**config.mk**
```make
export PLATFORM = sky130hd
export DESIGN_NAME = sseg_scan_flat
export DESIGN_NICKNAME = d
export VERILOG_FILES = /design/src/rtl/sseg_scan_if.sv /design/src/rtl/sseg_scan.sv /design/src/flat_wrapper.sv
export SDC_FILE = /design/constraint.sdc
export NUM_CORES = 1
export LEC_CHECK = 0
export CORE_UTILIZATION = 50
export CTS_CLUSTER_SIZE = 10
export DETAILED_ROUTE_END_ITERATION = 10
export PLACE_DENSITY = 0.82
export SLEW_MARGIN = 15
export SYNTH_ARGS = -nofsm -noshare
export SYNTH_HDL_FRONTEND = slang
export SYNTH_SLANG_ARGS = --single-unit
```
**constraint.sdc**
```tcl
create_clock -name clk -period 2.51 [get_ports clk]
set_clock_uncertainty 0.15 [all_clocks]
set_input_delay 0.3765 -clock clk [delete_from_list [all_inputs] [get_ports clk]]
set_output_delay 0.3765 -clock clk [all_outputs]
set_load 0.01 [all_outputs]
```
**src/rtl/sseg_scan_if.sv**
```systemverilog
// Bus between the scan driver and whatever supplies the display value.
// The master supplies value/dp/load/err_clr and the slave (sseg_scan) returns the scan outputs.
interface sseg_scan_if;
    logic [23:0] value;
    logic [5:0]  dp;
    logic        load;
    logic        err_clr;
    logic [4:0]  digit;
    logic [2:0]  digit_pos;
    logic        frame_start;
    logic        bcd_err;

    modport master (
        output value, dp, load, err_clr,
        input  digit, digit_pos, frame_start, bcd_err
    );

    modport slave (
        input  value, dp, load, err_clr,
        output digit, digit_pos, frame_start, bcd_err
    );
endinterface

```
**src/rtl/sseg_scan.sv**
```systemverilog
// Six-digit seven-segment scan driver that presents one {dp, bcd} digit every DIV clocks.
// New values are double-buffered and committed only at the frame wrap.
module sseg_scan #(
    parameter int DIV   = 50000,
    parameter int CNT_W = 16
) (
    input logic         clk,
    input logic         rst_n,
    sseg_scan_if.slave  bus
);
    localparam logic [CNT_W-1:0] CNT_LAST = CNT_W'(DIV - 1);

    logic [CNT_W-1:0] cnt;
    logic             tick;
    logic             wrap;
    logic [2:0]       pos;
    logic [2:0]       next_pos;

    logic [23:0]      act_value;
    logic [5:0]       act_dp;
    logic [23:0]      pend_value;
    logic [5:0]       pend_dp;
    logic             pend;

    logic [23:0]      src_value;
    logic [5:0]       src_dp;
    logic [3:0]       nib;
    logic             dp_bit;
    logic             nib_bad;

    logic [4:0]       digit_q;
    logic             frame_q;
    logic             err_q;

    assign tick     = (cnt == CNT_LAST);
    assign wrap     = tick && (pos == 3'd5);
    assign next_pos = (pos == 3'd5) ? 3'd0 : pos + 3'd1;

    // NOTE: all state uses non-blocking assignments so every register samples pre-edge values.
    always_ff @(posedge clk or negedge rst_n) begin
        if (!rst_n) begin
            cnt <= '0;
        end else begin
            cnt <= tick ? '0 : cnt + CNT_W'(1);
        end
    end

    // Data for the digit about to be shown: at a wrap it is the post-commit value,
    // so position 0 of a new frame never shows stale digits.
    always_comb begin
        src_value = act_value;
        src_dp    = act_dp;
        if (wrap) begin
            if (bus.load) begin
                src_value = bus.value;
                src_dp    = bus.dp;
            end else if (pend) begin
                src_value = pend_value;
                src_dp    = pend_dp;
            end
        end
    end

    // NOTE: each output of this block gets a default first, so no latch is inferred.
    always_comb begin
        nib    = 4'd0;
        dp_bit = 1'b0;
        case (next_pos)
            3'd0: begin nib = src_value[23:20]; dp_bit = src_dp[5]; end
            3'd1: begin nib = src_value[19:16]; dp_bit = src_dp[4]; end
            3'd2: begin nib = src_value[15:12]; dp_bit = src_dp[3]; end
            3'd3: begin nib = src_value[11:8];  dp_bit = src_dp[2]; end
            3'd4: begin nib = src_value[7:4];   dp_bit = src_dp[1]; end
            3'd5: begin nib = src_value[3:0];   dp_bit = src_dp[0]; end
            default: begin nib = 4'd0; dp_bit = 1'b0; end
        endcase
        nib_bad = (nib > 4'd9);
    end

    // The display buffers are small registers, so they are reset along with the rest of the state.
    always_ff @(posedge clk or negedge rst_n) begin
        if (!rst_n) begin
            act_value  <= '0;
            act_dp     <= '0;
            pend_value <= '0;
            pend_dp    <= '0;
            pend       <= 1'b0;
        end else begin
            if (wrap) begin
                act_value <= src_value;
                act_dp    <= src_dp;
            end
            if (wrap) begin
                pend <= 1'b0;
            end else if (bus.load) begin
                pend_value <= bus.value;
                pend_dp    <= bus.dp;
                pend       <= 1'b1;
            end
        end
    end

    always_ff @(posedge clk or negedge rst_n) begin
        if (!rst_n) begin
            pos     <= 3'd0;
            digit_q <= 5'd0;
            frame_q <= 1'b0;
            err_q   <= 1'b0;
        end else begin
            frame_q <= wrap;
            if (tick) begin
                pos     <= next_pos;
                digit_q <= {dp_bit, nib_bad ? 4'd0 : nib};
            end
            // A set always wins over a clear arriving in the same cycle.
            if (tick && nib_bad) begin
                err_q <= 1'b1;
            end else if (bus.err_clr) begin
                err_q <= 1'b0;
            end
        end
    end

    assign bus.digit       = digit_q;
    assign bus.digit_pos   = pos;
    assign bus.frame_start = frame_q;
    assign bus.bcd_err     = err_q;
endmodule

```
**src/flat_wrapper.sv**
```systemverilog
// flat-port wrapper written by rule: the top's interface ports become plain ports
module sseg_scan_flat 
#(
    parameter int DIV   = 50000,
    parameter int CNT_W = 16
)
  (clk, rst_n, bus_value, bus_dp, bus_load, bus_err_clr, bus_digit, bus_digit_pos, bus_frame_start, bus_bcd_err);
  sseg_scan_if bus_i ();
  input logic clk;
  input logic rst_n;
  input wire logic [$bits(bus_i.value)-1:0] bus_value;
  input wire logic [$bits(bus_i.dp)-1:0] bus_dp;
  input wire logic [$bits(bus_i.load)-1:0] bus_load;
  input wire logic [$bits(bus_i.err_clr)-1:0] bus_err_clr;
  output wire logic [$bits(bus_i.digit)-1:0] bus_digit;
  output wire logic [$bits(bus_i.digit_pos)-1:0] bus_digit_pos;
  output wire logic [$bits(bus_i.frame_start)-1:0] bus_frame_start;
  output wire logic [$bits(bus_i.bcd_err)-1:0] bus_bcd_err;
  assign bus_i.value = bus_value;
  assign bus_i.dp = bus_dp;
  assign bus_i.load = bus_load;
  assign bus_i.err_clr = bus_err_clr;
  assign bus_digit = bus_i.digit;
  assign bus_digit_pos = bus_i.digit_pos;
  assign bus_frame_start = bus_i.frame_start;
  assign bus_bcd_err = bus_i.bcd_err;
  sseg_scan #(.DIV(DIV), .CNT_W(CNT_W)) u_core (.clk(clk), .rst_n(rst_n), .bus(bus_i));
endmodule
```
### After elaboration in Yosys (flattened, before gate mapping)

Cells that the tools add are included.

* word-level logic and storage cells: 42
* bits of input ports: 34
* flip-flop bits (word level): 87
* output and inout port bits: 10

* reductions and logical operators: 6
* add/sub/neg operators: 2
* equality and inequality tests: 7
* mux-type cells: 15
* bitwise operators: 1
* magnitude comparators: 1

Operator list (count)
* $mux 24: 3
* $pmux 4 s6: 1
* $mux 6: 3
* $add 16x1->16 const B: 1
* $eq 16x16->1 const B: 1
* $mux 16: 1
* $eq 3x3->1 const B: 3
* $eq 3x2->1 const B: 2
* $pmux 1 s6: 1
* $gt 4x4->1 const B: 1
* $mux 1: 4
* $mux 4: 1
* $reduce_bool 2->1: 2
* $add 3x1->3 const B: 1
* $eq 3x1->1 const B: 1
* $logic_not 3->1: 1
* $mux 3: 1
* $logic_and 1x1->1: 2
* $reduce_and 2->1: 1
* $not 1->1: 1

### Longest topological paths before layout

* word-level depth: 7
* mapped depth: 12
* mapped depth without buffers: 10

### Worst setup path after synthesis

No wires, ideal clock.

* path type: reg2reg
* start point: register u_core.cnt[0]
* end point: register u_core.err_q (netlist: u_core.bus.bcd_err)
* data required time: 2.239 ns
* path buffers: 2
* setup time: 0.121 ns
* cell stages (with the launch flop): 13
* arrival: 1.981 ns
* period minus slack after synthesis: 2.252 ns
* slack: 0.258 ns
* cells stage by stage: dfrtp_1 > ha_1 > and3_1 > buf_2 > and4_1 > buf_4 > nand2_4 > clkinv_4 > o221ai_2 > inv_2 > a21boi_2 > a211oi_2 > a22o_1

* cells in the longest elaborated chain, start to end: 7
* elaborated cells on any way between the ends: 8
* classes of those cells: 1 x order compare; 1 x eq/ne; 3 x mux; 3 x reduce/logical

RTL lines
* start, declared: line sseg_scan.sv:13 `logic [CNT_W-1:0] cnt;`
* start signal, assigned: line sseg_scan.sv:44 `cnt <= tick ? '0 : cnt + CNT_W'(1);`
* $eq 16x16->1 *: line sseg_scan.sv:35 `assign tick = (cnt == CNT_LAST);`
* $logic_and 1x1->1: line sseg_scan.sv:36 `assign wrap = tick && (pos == 3'd5);`
* $mux 24: line sseg_scan.sv:53 `if (wrap) begin`
* $pmux 4 s6: line sseg_scan.sv:68 `case (next_pos)`
* $gt 4x4->1: line sseg_scan.sv:77 `nib_bad = (nib > 4'd9);`
* $logic_and 1x1->1 *: line sseg_scan.sv:116 `if (tick && nib_bad) begin`
* $mux 1 or $reduce_bool 2->1 (tied branches)
* end signal, assigned: line sseg_scan.sv:108 `err_q <= 1'b0;`
* end signal, assigned: line sseg_scan.sv:117 `err_q <= 1'b1;`
* end signal, assigned: line sseg_scan.sv:119 `err_q <= 1'b0;`
* end, declared: line sseg_scan.sv:33 `logic err_q;`

Mark *: on every way between the ends. The rest lies on a longest branch, timed or not.
A chain may end at the register's enable or synchronous reset.

### Worst setup path after layout

* start point: register u_core.cnt[7]
* end point: register u_core.digit_q[4] (netlist: u_core.bus.digit[4])

* cells in the longest elaborated chain, start to end: 4

RTL lines
* $eq 16x16->1 *: line sseg_scan.sv:35
* $logic_and 1x1->1: line sseg_scan.sv:36
* $mux 6: line sseg_scan.sv:53
* $pmux 1 s6: line sseg_scan.sv:68
* end signal, assigned: line sseg_scan.sv:113 `digit_q <= {dp_bit, nib_bad ? 4'd0 : nib};`
* end, declared: line sseg_scan.sv:31 `logic [4:0] digit_q;`

Marks and branches as above.

==> metrics.csv <==
stage,metric,value,unit
run_status,status,finished clean,
routing,post-route-drc-count,0,
synth,synth_common_cells,"nor2_1 (106), dfrtp_1 (87), mux2_2 (30)",
setup_path,worstPathRequired,2.60,ns
synth,synth_compound_area_frac,0.1441,
routing,dr.max_layer_used,met4,
routing,via_per_inst,5.951,
flow_run,drv_cap,0,
timing,hold_viol,0,
routing,wl_per_cell,17.21,um
power,power_frac_seq,0.542,
floorplanning,start_util,0.5257,
clock_tree,cts_buffer_depth,2,
min_path,worstHoldPathCells,1,
synth,ys_seq_area_frac,0.4966,
synth,synthMuxAreaShare,0.09418,
synth,synthDistinctLibCells,59,
floorplanning,die_area,0.009147,mm^2
timing,fin_crit,2.416,ns
cells_and_area,drive_gt1_frac,0.2004,
timing,fmax,0.4140,GHz
power,internal_power,2.135,mW
timing,worstMarginPinSlew,0.4868,ns
cells_and_area,num_antenna_cells,0,
clock_tree,clkSinkCount,87,
synth,yosys_warnings,0,
synth,synth_fa_ha_area_frac,0.002854,
placement,port_buffers,43,
setup_path,path_class,flop to flop,
synth,synth_top_family_by_area,simple AND/OR/NAND/NOR gates,
placement,place_congestion,0.9312,
synth,synth_top_area_frac,0.4966,
global_routing,grt_pass1_wl,17.39,mm
setup_path,timing.rr.end,u_core.bus.digit[4]$_DFFE_PN0N_,
synth,synth-simple-area-share,0.1961,
cells_and_area,areaGrowthSynthToFinish,20.80,%
power,power_frac_comb,0.069,
setup_path,reg2reg_slack,0.09,ns
placement,hpwlAfterDp,7.161,mm
setup_path,slowest_stage,or4_1,
routing,first_pass_iters,4,
clock_tree,clkLatencyLatePin,0.36,ns
floorplanning,die_height,95.64,um
setup_path,path_cells,"buf_4, nor4b_2, nand4_1, buf_4, or4_1, o21ai_0, nor2_1, a31oi_1, a31oi_1",
setup_path,critPathLaunch,u_core.cnt[7]$_DFF_PN0_,
global_routing,overflow,0,
global_routing,first_global_vias,3608,
synth,post-synth-top-count-cell,nor2_1,
synth,syn_area,0.004384,mm^2
routing,vias,3624,
floorplanning,die_w,95.64,um
routing,drt_iter0_markers,348,
setup_path,cp-start-kind,flop,
min_path,min-delay-start,u_core.cnt[0]$_DFF_PN0_,
power,cellLeakagePower,2.397,nW
floorplanning,io-pin-count,44,
synth,yosys_most_used_dff,dfrtp_1,
routing,route.antenna.remaining_nets,0,
power,finalPower,2.728,mW
clock_tree,path_clk_slew,0.09,ns
min_path,hp-class,flop to flop,
setup_path,r2r-start,u_core.cnt[7]$_DFF_PN0_,
power,swShare,0.2176,
global_routing,antenna_found_initial,0,
power,clkPwrFrac,0.390,
synth,ys_top_cells_by_area,"dfrtp_1 (50%), nor2_1 (9.1%), mux2_2 (7.7%)",
cells_and_area,final_nets,535,
floorplanning,num_rows,33,
global_routing,grt_max_degree,52,
synth,synth_cells,447,
setup_path,crit_fanout,4,
setup_path,cp_slowest_stage_delay,0.50,ns
routing,wl_met2,5.124,mm
synth,postSynthAreaPerCell,9.808,um^2
min_path,whs_endpoint,u_core.cnt[0]$_DFF_PN0_,
setup_path,arrival,2.50,ns
synth,ys_ff_latch,87,
setup_path,rr_worst_depth,9,
timing,setup_viol,0,
power,peakVddDrop,0.3776,mV
synth,synth_xor_area_frac,0.02797,
timing,min_period_over_period,0.9624,
timing,slew_headroom,0.6754,
power,power.density,515.2,mW/mm^2
power,power.switching,593.6,uW
routing,drt-met1-wl,4.518,mm
synth,synth_top_cell_by_area,dfrtp_1,
floorplanning,core-area,0.008341,mm^2
global_routing,grt_use_total,0.2512,
clock_tree,cts_tree,built,
synth,synth_nets,482,
timing,fin_tns_setup,0,ns
routing,wl,10.48,mm
clock_tree,htree_levels,3,
clock_tree,cts-root-buf,clkbuf_8,
synth,async_flop_share,1.000,
routing,met3_wirelength,642,um
timing,slew_viol_final,0,
setup_path,endpoint_kind,flop,
clock_tree,numCtsBuffers,9,
synth,synth_edf_count,0,
## repair_timing
item	in CTS	in global routing
resized for setup	1	10
endpoints found under the hold margin	36	0
hold buffers	1	0
endpoints found under the setup margin	2	6
gates cloned	0	0
pin swaps	0	3
buffers inserted	0	4
## registers in the layout (all words and copies together), names as in the netlist
| name | count |
|---|---|
| u_core.pend | 1 |
| u_core.cnt | 16 |
| u_core.bus.digit_pos | 3 |
| u_core.bus.digit | 5 |
| u_core.bus.bcd_err | 1 |
| u_core.act_value | 24 |
| u_core.act_dp | 6 |
| u_core.pend_value | 24 |
| u_core.bus.frame_start | 1 |
| u_core.pend_dp | 6 |
## per-layer routing
metal | up-vias | track usage
li1 | 1686 | -
met1 | 1796 | 0.3380
met2 | 120 | 0.4006
met3 | 22 | 0.05183
met4 | 0 | 0.09453
met5 | - | 0
## stage by stage
| step | hold WS [ns] | util | instances | cell area (um^2) | setup slack [ns] |
|---|---|---|---|---|---|
| 6_report | 0.3068 | 0.6350 | 609 | 5296 | 0.09434 |
| 5_1_grt | 0.3219 | 0.6350 | 609 | 5296 | -0.01318 |
| 4_1_cts | 0.3091 | 0.6277 | 605 | 5235 | 0.05387 |
| 3_5_place_dp | 0.2235 | 0.6010 | 589 | 5012 | -0.007065 |
| 3_3_place_gp | 0.2171 | 0.6010 | 589 | 5012 | 0.09284 |
| 2_1_floorplan | -0.06909 | - | 447 | 4384 | 0.2578 |
## how the worst max path moves through the flow
stage                                      endpoint  slack [ns]  cells past startpoint
CTS                  u_core.bus.bcd_err$_DFFE_PN0P_        0.05                      8
finish              u_core.bus.digit[4]$_DFFE_PN0N_        0.09                      9
floorplan            u_core.bus.bcd_err$_DFFE_PN0P_        0.26                     12
detailed placement   u_core.bus.bcd_err$_DFFE_PN0P_      -0.007                      8
global placement     u_core.bus.bcd_err$_DFFE_PN0P_        0.09                      8
global route         u_core.bus.bcd_err$_DFFE_PN0P_       -0.01                      8
## final cells by class
cell class / instances / area [um^2]
Clock buffer: 11 / 141.4
Clock inverter: 4 / 70.07
Fill cell: 669 / 3044
Inverter: 7 / 31.28
Multi-Input combinational cell: 323 / 2068
Sequential cell: 87 / 2181
Tap cell: 105 / 131.4
Timing Repair Buffer: 72 / 673.1
## placed cells by master, fill, tap and decap left out, drive strengths merged, types with 8 or more instances in the layout
master	count
nor2	106
and3	8
a31oi	8
o22ai	28
nand3	11
dfrtp	87
nand2	16
clkdlybuf4s50	42
a21oi	28
clkbuf	11
mux2	30
buf	29
## cell families after synthesis
logic type,after synthesis
adder cells (fa/ha/maj),1
buffers and inverters,37
AND/OR/NAND/NOR,178
flip-flops,87
multiplexers,35
XOR/XNOR,14
AO/OA/AOI/OAI,95
## power groups by stage
stage | combinational [mW] | sequential [mW] | clock (mW)
6_report | 0.187 | 1.48 | 1.06
5_1_grt | 0.206 | 1.48 | 1.15
4_1_cts | 0.191 | 1.48 | 1.08
3_5_place_dp | 0.189 | 1.50 | 0
3_3_place_gp | 0.185 | 1.50 | 0
2_1_floorplan | 0.0798 | 1.50 | 0
## worst max-delay path: cells and delay by family (launching register included)
kind	cells	cell delay [ns]
compound gates	3	0.36
buf+inv	2	0.31
flops	1	0.45
simple gates	4	1.01
No activity file was read; power rests on OpenSTA's default activity.
